**src/rtl/img_pkg.sv**
```systemverilog
// img_pkg: shared frame geometry widths, BMP row-padding helper and sequencer state encoding.
package img_pkg;
  localparam int DIM_W = 11;
  localparam int ADDR_W = 22;
  localparam int BYTES_PER_PIX = 3;
  localparam int BMP_ROW_ALIGN = 4;
  typedef enum logic [2:0] {IDLE, PREP, PIX, PAD, FIN} state_t;
  // Bytes needed to round a 24bpp row up to the 4-byte boundary; only W mod 4 matters.
  function automatic logic [1:0] row_pad(input logic [1:0] w_lsb);
    return 2'(BMP_ROW_ALIGN - BYTES_PER_PIX * int'(w_lsb));
  endfunction
endpackage

```
**src/rtl/raster_counter.sv**
```systemverilog
// raster_counter: column/row counters for a raster walk, row direction fixed by DOWN, with last-col/last-row flags.
module raster_counter #(
  parameter int DIM_W = img_pkg::DIM_W,
  parameter bit DOWN = 1'b0
) (
  input  logic             clk,
  input  logic             rst,
  input  logic             load,
  input  logic             col_step,
  input  logic             row_step,
  input  logic [DIM_W-1:0] width,
  input  logic [DIM_W-1:0] height,
  output logic [DIM_W-1:0] row,
  output logic [DIM_W-1:0] col,
  output logic             last_col,
  output logic             last_row
);
  always_ff @(posedge clk or posedge rst) begin
    if (rst) begin
      row <= '0;
      col <= '0;
    end else if (load) begin
      row <= DOWN ? height - 1'b1 : '0;
      col <= '0;
    end else if (row_step) begin
      row <= DOWN ? row - 1'b1 : row + 1'b1;
      col <= '0;
    end else if (col_step) begin
      col <= col + 1'b1;
    end
  end
  assign last_col = col == width - 1'b1;
  assign last_row = DOWN ? row == '0 : row == height - 1'b1;
endmodule

```
**src/rtl/frame_stream_ctrl.sv**
```systemverilog
// frame_stream_ctrl: walks one frame in raster order emitting read addresses, row/col tags and BMP pad beats.
// Define FRAME_STREAM_BOTTOM_UP_EN to emit rows H-1 down to 0 (BMP storage order).
module frame_stream_ctrl #(
  parameter int DIM_W = img_pkg::DIM_W,
  parameter int ADDR_W = img_pkg::ADDR_W
) (
  input  logic              HCLK,
  input  logic              HRESET,
  input  logic              start,
  input  logic [DIM_W-1:0]  cfg_width,
  input  logic [DIM_W-1:0]  cfg_height,
  output logic              busy,
  output logic              done,
  output logic              pix_valid,
  input  logic              pix_ready,
  output logic              pix_pad,
  output logic [DIM_W-1:0]  pix_row,
  output logic [DIM_W-1:0]  pix_col,
  output logic [ADDR_W-1:0] rd_addr,
  output logic              frame_last
);
  import img_pkg::*;
  state_t state, state_n;
  logic [DIM_W-1:0] w, h;
  logic [ADDR_W-1:0] base, first_base;
  logic [1:0] pad, pad_cnt;
  logic accept, load, col_step, row_step, row_end, last_col, last_row, pad_last;
`ifdef FRAME_STREAM_BOTTOM_UP_EN
  localparam bit DOWN = 1'b1;
  assign first_base = ADDR_W'(h - 1'b1) * ADDR_W'(w);
`else
  localparam bit DOWN = 1'b0;
  assign first_base = '0;
`endif
  raster_counter #(.DIM_W(DIM_W), .DOWN(DOWN)) u_rc (
    .clk(HCLK), .rst(HRESET), .load, .col_step, .row_step,
    .width(w), .height(h), .row(pix_row), .col(pix_col), .last_col, .last_row
  );
  assign pix_valid = state == PIX || state == PAD;
  assign pix_pad = state == PAD;
  assign busy = state != IDLE;
  assign done = state == FIN;
  assign accept = pix_valid && pix_ready;
  assign pad_last = pad_cnt == pad - 2'd1;
  assign row_end = (state == PIX && last_col && pad == '0) || (state == PAD && pad_last);
  assign frame_last = row_end && last_row;
  assign rd_addr = base + ADDR_W'(pix_col);
  always_comb begin
    state_n = state;
    load = 1'b0;
    col_step = 1'b0;
    row_step = 1'b0;
    case (state)
      IDLE: if (start) state_n = (cfg_width == '0 || cfg_height == '0) ? FIN : PREP;
      PREP: begin
        load = 1'b1;
        state_n = PIX;
      end
      PIX, PAD: if (accept) begin
        col_step = state == PIX && !last_col;
        row_step = row_end && !last_row;
        state_n = row_end ? (last_row ? FIN : PIX) : (state == PIX && last_col) ? PAD : state;
      end
      default: state_n = IDLE;
    endcase
  end
  always_ff @(posedge HCLK or posedge HRESET) begin
    if (HRESET) state <= IDLE;
    else state <= state_n;
  end
  // Row base moves by W per row so only PREP ever needs a multiply.
  always_ff @(posedge HCLK or posedge HRESET) begin
    if (HRESET) begin
      w <= '0;
      h <= '0;
      base <= '0;
      pad <= '0;
      pad_cnt <= '0;
    end else begin
      if (state == IDLE && start) begin
        w <= cfg_width;
        h <= cfg_height;
      end
      if (load) begin
        base <= first_base;
        pad <= row_pad(w[1:0]);
        pad_cnt <= '0;
      end
      if (row_step) base <= DOWN ? base - ADDR_W'(w) : base + ADDR_W'(w);
      if (accept && state == PAD) pad_cnt <= pad_last ? '0 : pad_cnt + 1'b1;
    end
  end
endmodule

```
**config.mk**
```make
export PLATFORM = sky130hd
export DESIGN_NAME = frame_stream_ctrl
export DESIGN_NICKNAME = d
export VERILOG_FILES = /design/src/rtl/img_pkg.sv /design/src/rtl/raster_counter.sv /design/src/rtl/frame_stream_ctrl.sv
export SDC_FILE = /design/constraint.sdc
export NUM_CORES = 1
export LEC_CHECK = 0
export CORE_ASPECT_RATIO = 0.8
export CORE_MARGIN = 4
export CORE_UTILIZATION = 36
export DETAILED_ROUTE_END_ITERATION = 8
export DONT_BUFFER_PORTS = 1
export HOLD_SLACK_MARGIN = 0.1
export RECOVER_POWER = 25
export SLEW_MARGIN = 10
export SYNTH_ARGS = -nofsm -noshare
export SYNTH_HDL_FRONTEND = slang
export SYNTH_SLANG_ARGS = --single-unit
```
**constraint.sdc**
```tcl
create_clock -name HCLK -period 3.3 [get_ports HCLK]
set_input_delay 0.33 -clock HCLK [delete_from_list [all_inputs] [get_ports HCLK]]
set_output_delay 0.33 -clock HCLK [all_outputs]
set_load 0.01 [all_outputs]
```
# Word level (Yosys, flattened, before mapping)
# Index checks and enable logic that the tools add are counted.
op_classes:
  n_addsub: 9
  n_mul: 1
  div_mod_pow: 0
  order_cmp: 0
  n_eq_ne: 10
  n_shift: 0
  muxes: 22
  n_bitwise: 0
  reduce_logical: 24
ops:
  columns: ["cell", "n"]
  rows:
  - ["2-to-1 mux 11 bit", 5]
  - ["adder 22 x 11 -> 22 bit", 2]
  - ["2-to-1 mux 22 bit", 2]
  - ["adder 11 x 1 -> 11 bit (second input constant)", 2]
  - ["equality test 11 bit", 2]
  - ["logical NOT 11 bit", 2]
  - ["subtractor 11 x 1 -> 11 bit (second input constant)", 2]
  - ["2-to-1 mux 3 bit", 6]
  - ["logical AND 1 bit", 9]
  - ["case mux 3 bit (3 select lines)", 1]
  - ["equality test 3 x 2 -> 1 bit (second input constant)", 2]
  - ["2-to-1 mux 2 bit", 3]
  - ["nonzero test 3 bit", 2]
  - ["2-to-1 mux 1 bit", 5]
  - ["inequality test 2 bit (second input constant)", 2]
  - ["nonzero test 2 bit", 2]
  - ["equality test 3 x 1 -> 1 bit (second input constant)", 1]
  - ["equality test 3 bit (second input constant)", 1]
  - ["logical NOT 3 bit", 1]
  - ["logical OR 1 bit", 3]
  - ["inequality test 3 bit (second input constant)", 1]
  - ["AND reduction 3 bit", 1]
  - ["adder 2 x 1 -> 2 bit (second input constant)", 1]
  - ["equality test 2 bit", 1]
  - ["other kinds (6)", 7]
word_totals:
  ff_bits: 73
  latch_bits: 0
  mem_bits_rw: 0
  mem_bits_ro: 0
  in_bits: 26
  output_inout_bits: 49
  word_cells: 74
  memories: 0

# Depth between registers and ports, before layout
logic_depth:
  depth_word: 10
  depth_mapped: 12
  ltp_nobuf: 11

# Hierarchy
# A second synthesis with hierarchy kept.
hier_totals:
  cells_unflattened: 561
  hier_area_um2: 5201.2
by_module_without_submodules:
  columns: ["module", "instances", "cells_per_inst", "area_per_inst_um2", "seq_area_each_um2"]
  rows:
  - ["frame_stream_ctrl", 1, 357, 3425.8, 1276.2]
  - ["raster_counter", 1, 204, 1775.5, 550.5]

# Least setup slack after synthesis
# OpenSTA, ideal clock, no wires.
synth_path:
  kind: "register to register"
  startpoint: "register w[1]"
  endpoint: "register u_rc.row[10]"
  arrival_time_ns: 2.785
  slack_ns: 0.437
  stages_incl_launch_ff: 12
  n_path_buf: 1
  path_cell_list: "dfrtp_1 > inv_1 > ha_1 > nand2_1 > mux2_2 > a211o_1 > a2111o_1 > nor4_4 > o21ai_2 > buf_6 > or4_1 > a21oi_1"
synth_between:
  elab_chain_cells: 9
synth_rtl:
  columns: ["item", "line", "source"]
  rows:
  - ["start: declaration", "frame_stream_ctrl.sv:24", "logic [DIM_W-1:0] w, h;"]
  - ["start signal: assignment", "frame_stream_ctrl.sv:81", "w <= cfg_width;"]
  - ["subtractor 11 x 1 -> 11 bit", "raster_counter.sv:32", "assign last_col = col == width - 1'b1;"]
  - ["equality test 11 bit", "raster_counter.sv:32", null]
  - ["logical AND 1 bit (2 in a row)", "frame_stream_ctrl.sv:45", "assign row_end = (state == PIX && last_col && pad == '0) || (state == PAD && pad_last);"]
  - ["logical OR 1 bit", "frame_stream_ctrl.sv:45", null]
  - ["logical AND 1 bit", "frame_stream_ctrl.sv:61", "row_step = row_end && !last_row;"]
  - ["2-to-1 mux 1 bit", "frame_stream_ctrl.sv:59", "PIX, PAD: if (accept) begin"]
  - ["2-to-1 mux 1 bit", "frame_stream_ctrl.sv:53", "case (state)"]
  - ["nonzero test 2 bit (no line)", null, null]
  - ["end signal: assignment", "raster_counter.sv:23", "row <= DOWN ? height - 1'b1 : '0;"]
  - ["end signal: assignment", "raster_counter.sv:26", "row <= DOWN ? row - 1'b1 : row + 1'b1;"]
  - ["end: declaration", "raster_counter.sv:13", "output logic [DIM_W-1:0] row,"]
# No other way between the ends.
# A chain may end at the register's enable or synchronous reset.

# Worst setup path in the final report
layout_path:
  startpoint: "register w[1]"
  endpoint: "output frame_last"
layout_between:
  elab_chain_cells: 6
layout_rtl:
  columns: ["item", "line", "source"]
  rows:
  - ["subtractor 11 x 1 -> 11 bit", "raster_counter.sv:32", null]
  - ["equality test 11 bit", "raster_counter.sv:32", null]
  - ["logical AND 1 bit (2 in a row)", "frame_stream_ctrl.sv:45", null]
  - ["logical OR 1 bit", "frame_stream_ctrl.sv:45", null]
  - ["logical AND 1 bit", "frame_stream_ctrl.sv:46", "assign frame_last = row_end && last_row;"]
  - ["end: declaration", "frame_stream_ctrl.sv:20", "output logic frame_last"]
# No other way between the ends.

==> metrics.md <==
| Metric | Value |
|---|---|
| Storage cell area | `0.001827 mm²` |
| Largest family of logic cells by synthesized area | `simple AND/OR/NAND/NOR gates` |
| Site row count | `39` |
| CP Data Arrival Time | `between 2 and 3 ns` |
| LEAKAGE | `between 2 and 3 nW` |
| DRC Markers | `0` |
| Type of origin of the critical path | `flop` |
| Final Skew | `approximately 0.0087 ns` |
| Clock power share | `approximately two fifths` |
| First-pass GRT wire length | `~22000 µm` |
| Slowest cell on the critical path | `a2111o_1` |
| Post-synthesis mux area share | `under 10%` |
| ANT nets after route | `0` |
| Crit-path cells | `inv_1 -> ha_1 -> nand2_1 -> mux2_2 -> a211o_1 -> a2111o_1 -> nor4_4 -> buf_4 -> o2111a_2` |
| Register bit count reported by yosys | `73` |
| I/O Buffers | `0` |
| Status | `finished with violations` |
| CP max stage delay | `0.44 ns` |
| Drt total wl | `~14000 µm` |
| CTS buffer count | `9` |
| Slew @ Worst Pin | `1.892 ns` |
| RSZ-0062 raised after global routing | `false` |
| Synth top area cells | `dfrtp_1, xnor2_1, ha_1` |
| Count leader, synth | `dfrtp_1` |
| Mapped Cells | `587` |
| GRT Total Usage | `between 15 and 20%` |
| Final Setup Violations | `0` |
| Pwr dens | `between 300 and 400 mW/mm²` |
| Worst path required time | `approximately 3 ns` |
| Share of the synthesized area in the top cell type | `between 30% and 40%` |
| Register area share after synthesis | `~35%` |
| Switching Fraction | `approximately 30%` |
| # IOs | `75` |
| Cell internal pwr | `roughly 1.6 mW` |
| Initial Utilization | `roughly 37%` |
| Final Max Tran Viols | `between 70 and 80` |
| Crit path max fanout | `5` |
| Setup CP Type | `flop to primary output` |
| TritonCTS clock tree | `done` |
| Setup ws final | `0.1665 ns` |
| Hold Crit Start | `cfg_width[6]` |
| Layout area overhead | `12.04%` |
| Multi-input logic area | `0.003326 mm²` |
| Sequential power share | `between 40% and 50%` |
| Placed inst area | `between 0.005 and 0.006 mm²` |
| Dpl cells | `between 700 and 800` |
| R2R Setup Slk | `0.18 ns` |
| Synth Area in Compound Gates | `roughly 16%` |
| Largest area contributor in the netlist | `dfrtp_1` |
| Hold Path Class | `input port to flop` |
| DP Worst Slack | `-0.01478 ns` |
| GPL Wtd Cong | `0.8498` |
| Sw Pwr | `roughly 700 µW` |
| Total die area | `0.01668 mm²` |
| Vias | `~4400` |
| TritonCTS Sinks | `73` |
| Final Cell Area | `between 0.005 and 0.006 mm²` |
| Post-synth EDFFs | `0` |
| Worst VDD drop | `0.0002233 V` |
| Antenna diodes | `0` |
| Gr ovfl total | `0` |
| Via density | `approximately 5.7` |
| # Max-Cap Violations | `1` |
| Largest net degree at the start of global routing | `74` |
| Max Root-Sink Buffers | `2` |
| Hold path depth | `2` |
| Ys async rst share | `100.0%` |
| Die height | `between 100 and 150 µm` |
| Initial antenna violation count | `0` |
| Hold Fails Final Rpt | `0` |
| Synth cell count leaders | `dfrtp_1, xnor2_1, nor2_1, nand2_1, o21ai_0` |
| Vias in the first global route | `~4200` |
| First-pass DRT Iterations | `5` |
| Maximum clock rate | `between 0.3 and 0.4 GHz` |
| Hold Path End | `w[6]` |
| Critical path capture point type | `primary output` |
| Fin cells | `786` |
| Post-Syn Area per Cell | `8.993 µm²` |
| Clk_lat worst skew | `about 0.34 ns` |
| Root Buffer | `clkbuf_16` |
| DIE WIDTH | `around 140 µm` |
| Reg clk slew, reported paths | `about 0.060 ns` |
| Reg2reg end | `u_rc.row[8]` |
| Relative slew margins | `-26.14%` |
| Failing checks | `max-capacitance violations, max-slew violations` |
| Minimum clock period | `about 3.1 ns` |
| Synthesized area | `around 0.0053 mm²` |
| Fill cell count | `about 1400` |
| XOR/XNOR Fraction of Synth Area | `between 10% and 20%` |
| Hold Buf Count CTS | `0` |
| Net count of the mapped netlist | `between 600 and 700` |
| FF-to-FF path depth | `11` |
| Core outline area | `roughly 0.014 mm²` |
| Initial drt markers | `between 200 and 300` |
| Post-DP HPWL | `around 10000 µm` |
| Simple-gate share of the synthesized area | `21.17%` |
| Final hold slack | `roughly 0.11 ns` |
| H-tree levels | `3` |
| Ys flop type | `dfrtp_1` |
| RR Startpoint | `w[1]` |
| Period utilization | `94.95%` |
| Routed WL per cell | `17.74 µm` |
| Comb power frac | `about 18%` |
| Fin nets | `approximately 650` |
| Share of cells above drive strength 1 | `13.29%` |
| Yosys Warn Count | `0` |
| Yosys cell types | `67` |
| Adder-cell share of the synthesized area | `between 7 and 8%` |
| Total Power | `2.350 mW` |
[kinds of logic (layout without fill, tap and decap cells)]
kind of cell / after synthesis / after routing
buffers and inverters: 49 / 63
AOI/OAI and AO/OA: 125 / 126
xor gates and xnor gates: 67 / 67
adders and majority gates: 29 / 29
and+or+nand+nor: 217 / 217
DFF: 73 / 73
muxes: 27 / 27
[state kept, by name, indices dropped and copies added, names as in the netlist]
name	cells
w	11
u_rc.col	11
u_rc.row	11
pad_cnt	2
h	11
base	22
pad	2
state	3
[per-stage QoR]
step / TNS, ns / util (%)
after floorplan: 0 / -
after global placement: 0 / 38.60
after detailed placement: -0.03061 / 38.60
final: 0 / 41.23
after CTS: 0 / 40.61
after global routing: 0 / 41.23
[what timing repair did]
item,CTS,global route
pin swaps,0,2
endpoints found under the setup margin,12,45
gates cloned,0,1
buffers inserted,0,1
resized for setup,1,14
hold endpoints to repair,0,0
[worst max-delay path, delay by kind of cell, from the launching register on]
family          cells  cell delay [ns]
compound gates      3             0.98
flops               1             0.39
simple gates        2             0.32
buf+inv             2             0.28
mux                 1             0.27
fa+ha+maj           1             0.22
[worst max-delay path by stage]
stage                   endpoint  cells past startpoint  start  slack (ns)
finish                frame_last                      9   w[1]        0.17
floorplan           u_rc.row[10]                     11   w[1]        0.44
detailed placement   u_rc.col[9]                     10   w[1]       -0.01
global placement     u_rc.col[0]                     10   w[0]        0.16
CTS                  u_rc.col[9]                     10   w[1]       0.003
global route        u_rc.row[10]                     11   w[1]       0.006
[cell type report]
cell class | count | area share, %
clock inverter | 5 | 0.5077
inverter | 27 | 1.714
sequential | 73 | 30.89
multi-input combinational | 466 | 56.23
tap | 184 | 3.893
clock buffer | 11 | 4.273
timing repair buffer | 20 | 2.496
[cells in the final DEF, fill, tap and decap left out, types with 5 or more instances in the layout]
master	n
a21o_1	6
a21oi_1	24
and2_1	6
and3_1	7
buf_4	19
clkbuf_16	9
dfrtp_1	73
ha_1	27
inv_1	27
mux2_2	18
mux2i_1	9
nand2_1	45
nand2b_1	5
nand3_1	31
nand4_1	7
nor2_1	46
nor2b_1	5
nor3_1	22
nor4_1	12
o211ai_1	6
o21ai_0	32
o31ai_1	10
or3_1	8
or4_1	6
xnor2_1	42
xnor2_2	5
xor2_1	20
[layer usage]
metal | vias up | GRT usage [%] | wire (µm)
met5 | - | 0 | 0
met1 | 2161 | 22.50 | 6543
met4 | 0 | 4.517 | 230
met3 | 24 | 5.444 | 881
li1 | 2157 | - | -
met2 | 106 | 25.32 | 6289
[power by group through the flow]
| stage | registers, mW | logic, mW | clock network (mW) |
|---|---|---|---|
| after floorplan | 1.03 | 0.285 | 0 |
| after global placement | 1.02 | 0.407 | 0 |
| after detailed placement | 1.02 | 0.415 | 0 |
| after CTS | 1.01 | 0.420 | 0.956 |
| after global routing | 1.02 | 0.467 | 0.987 |
| final | 1.01 | 0.417 | 0.925 |
(Power assumes the default switching activity.)
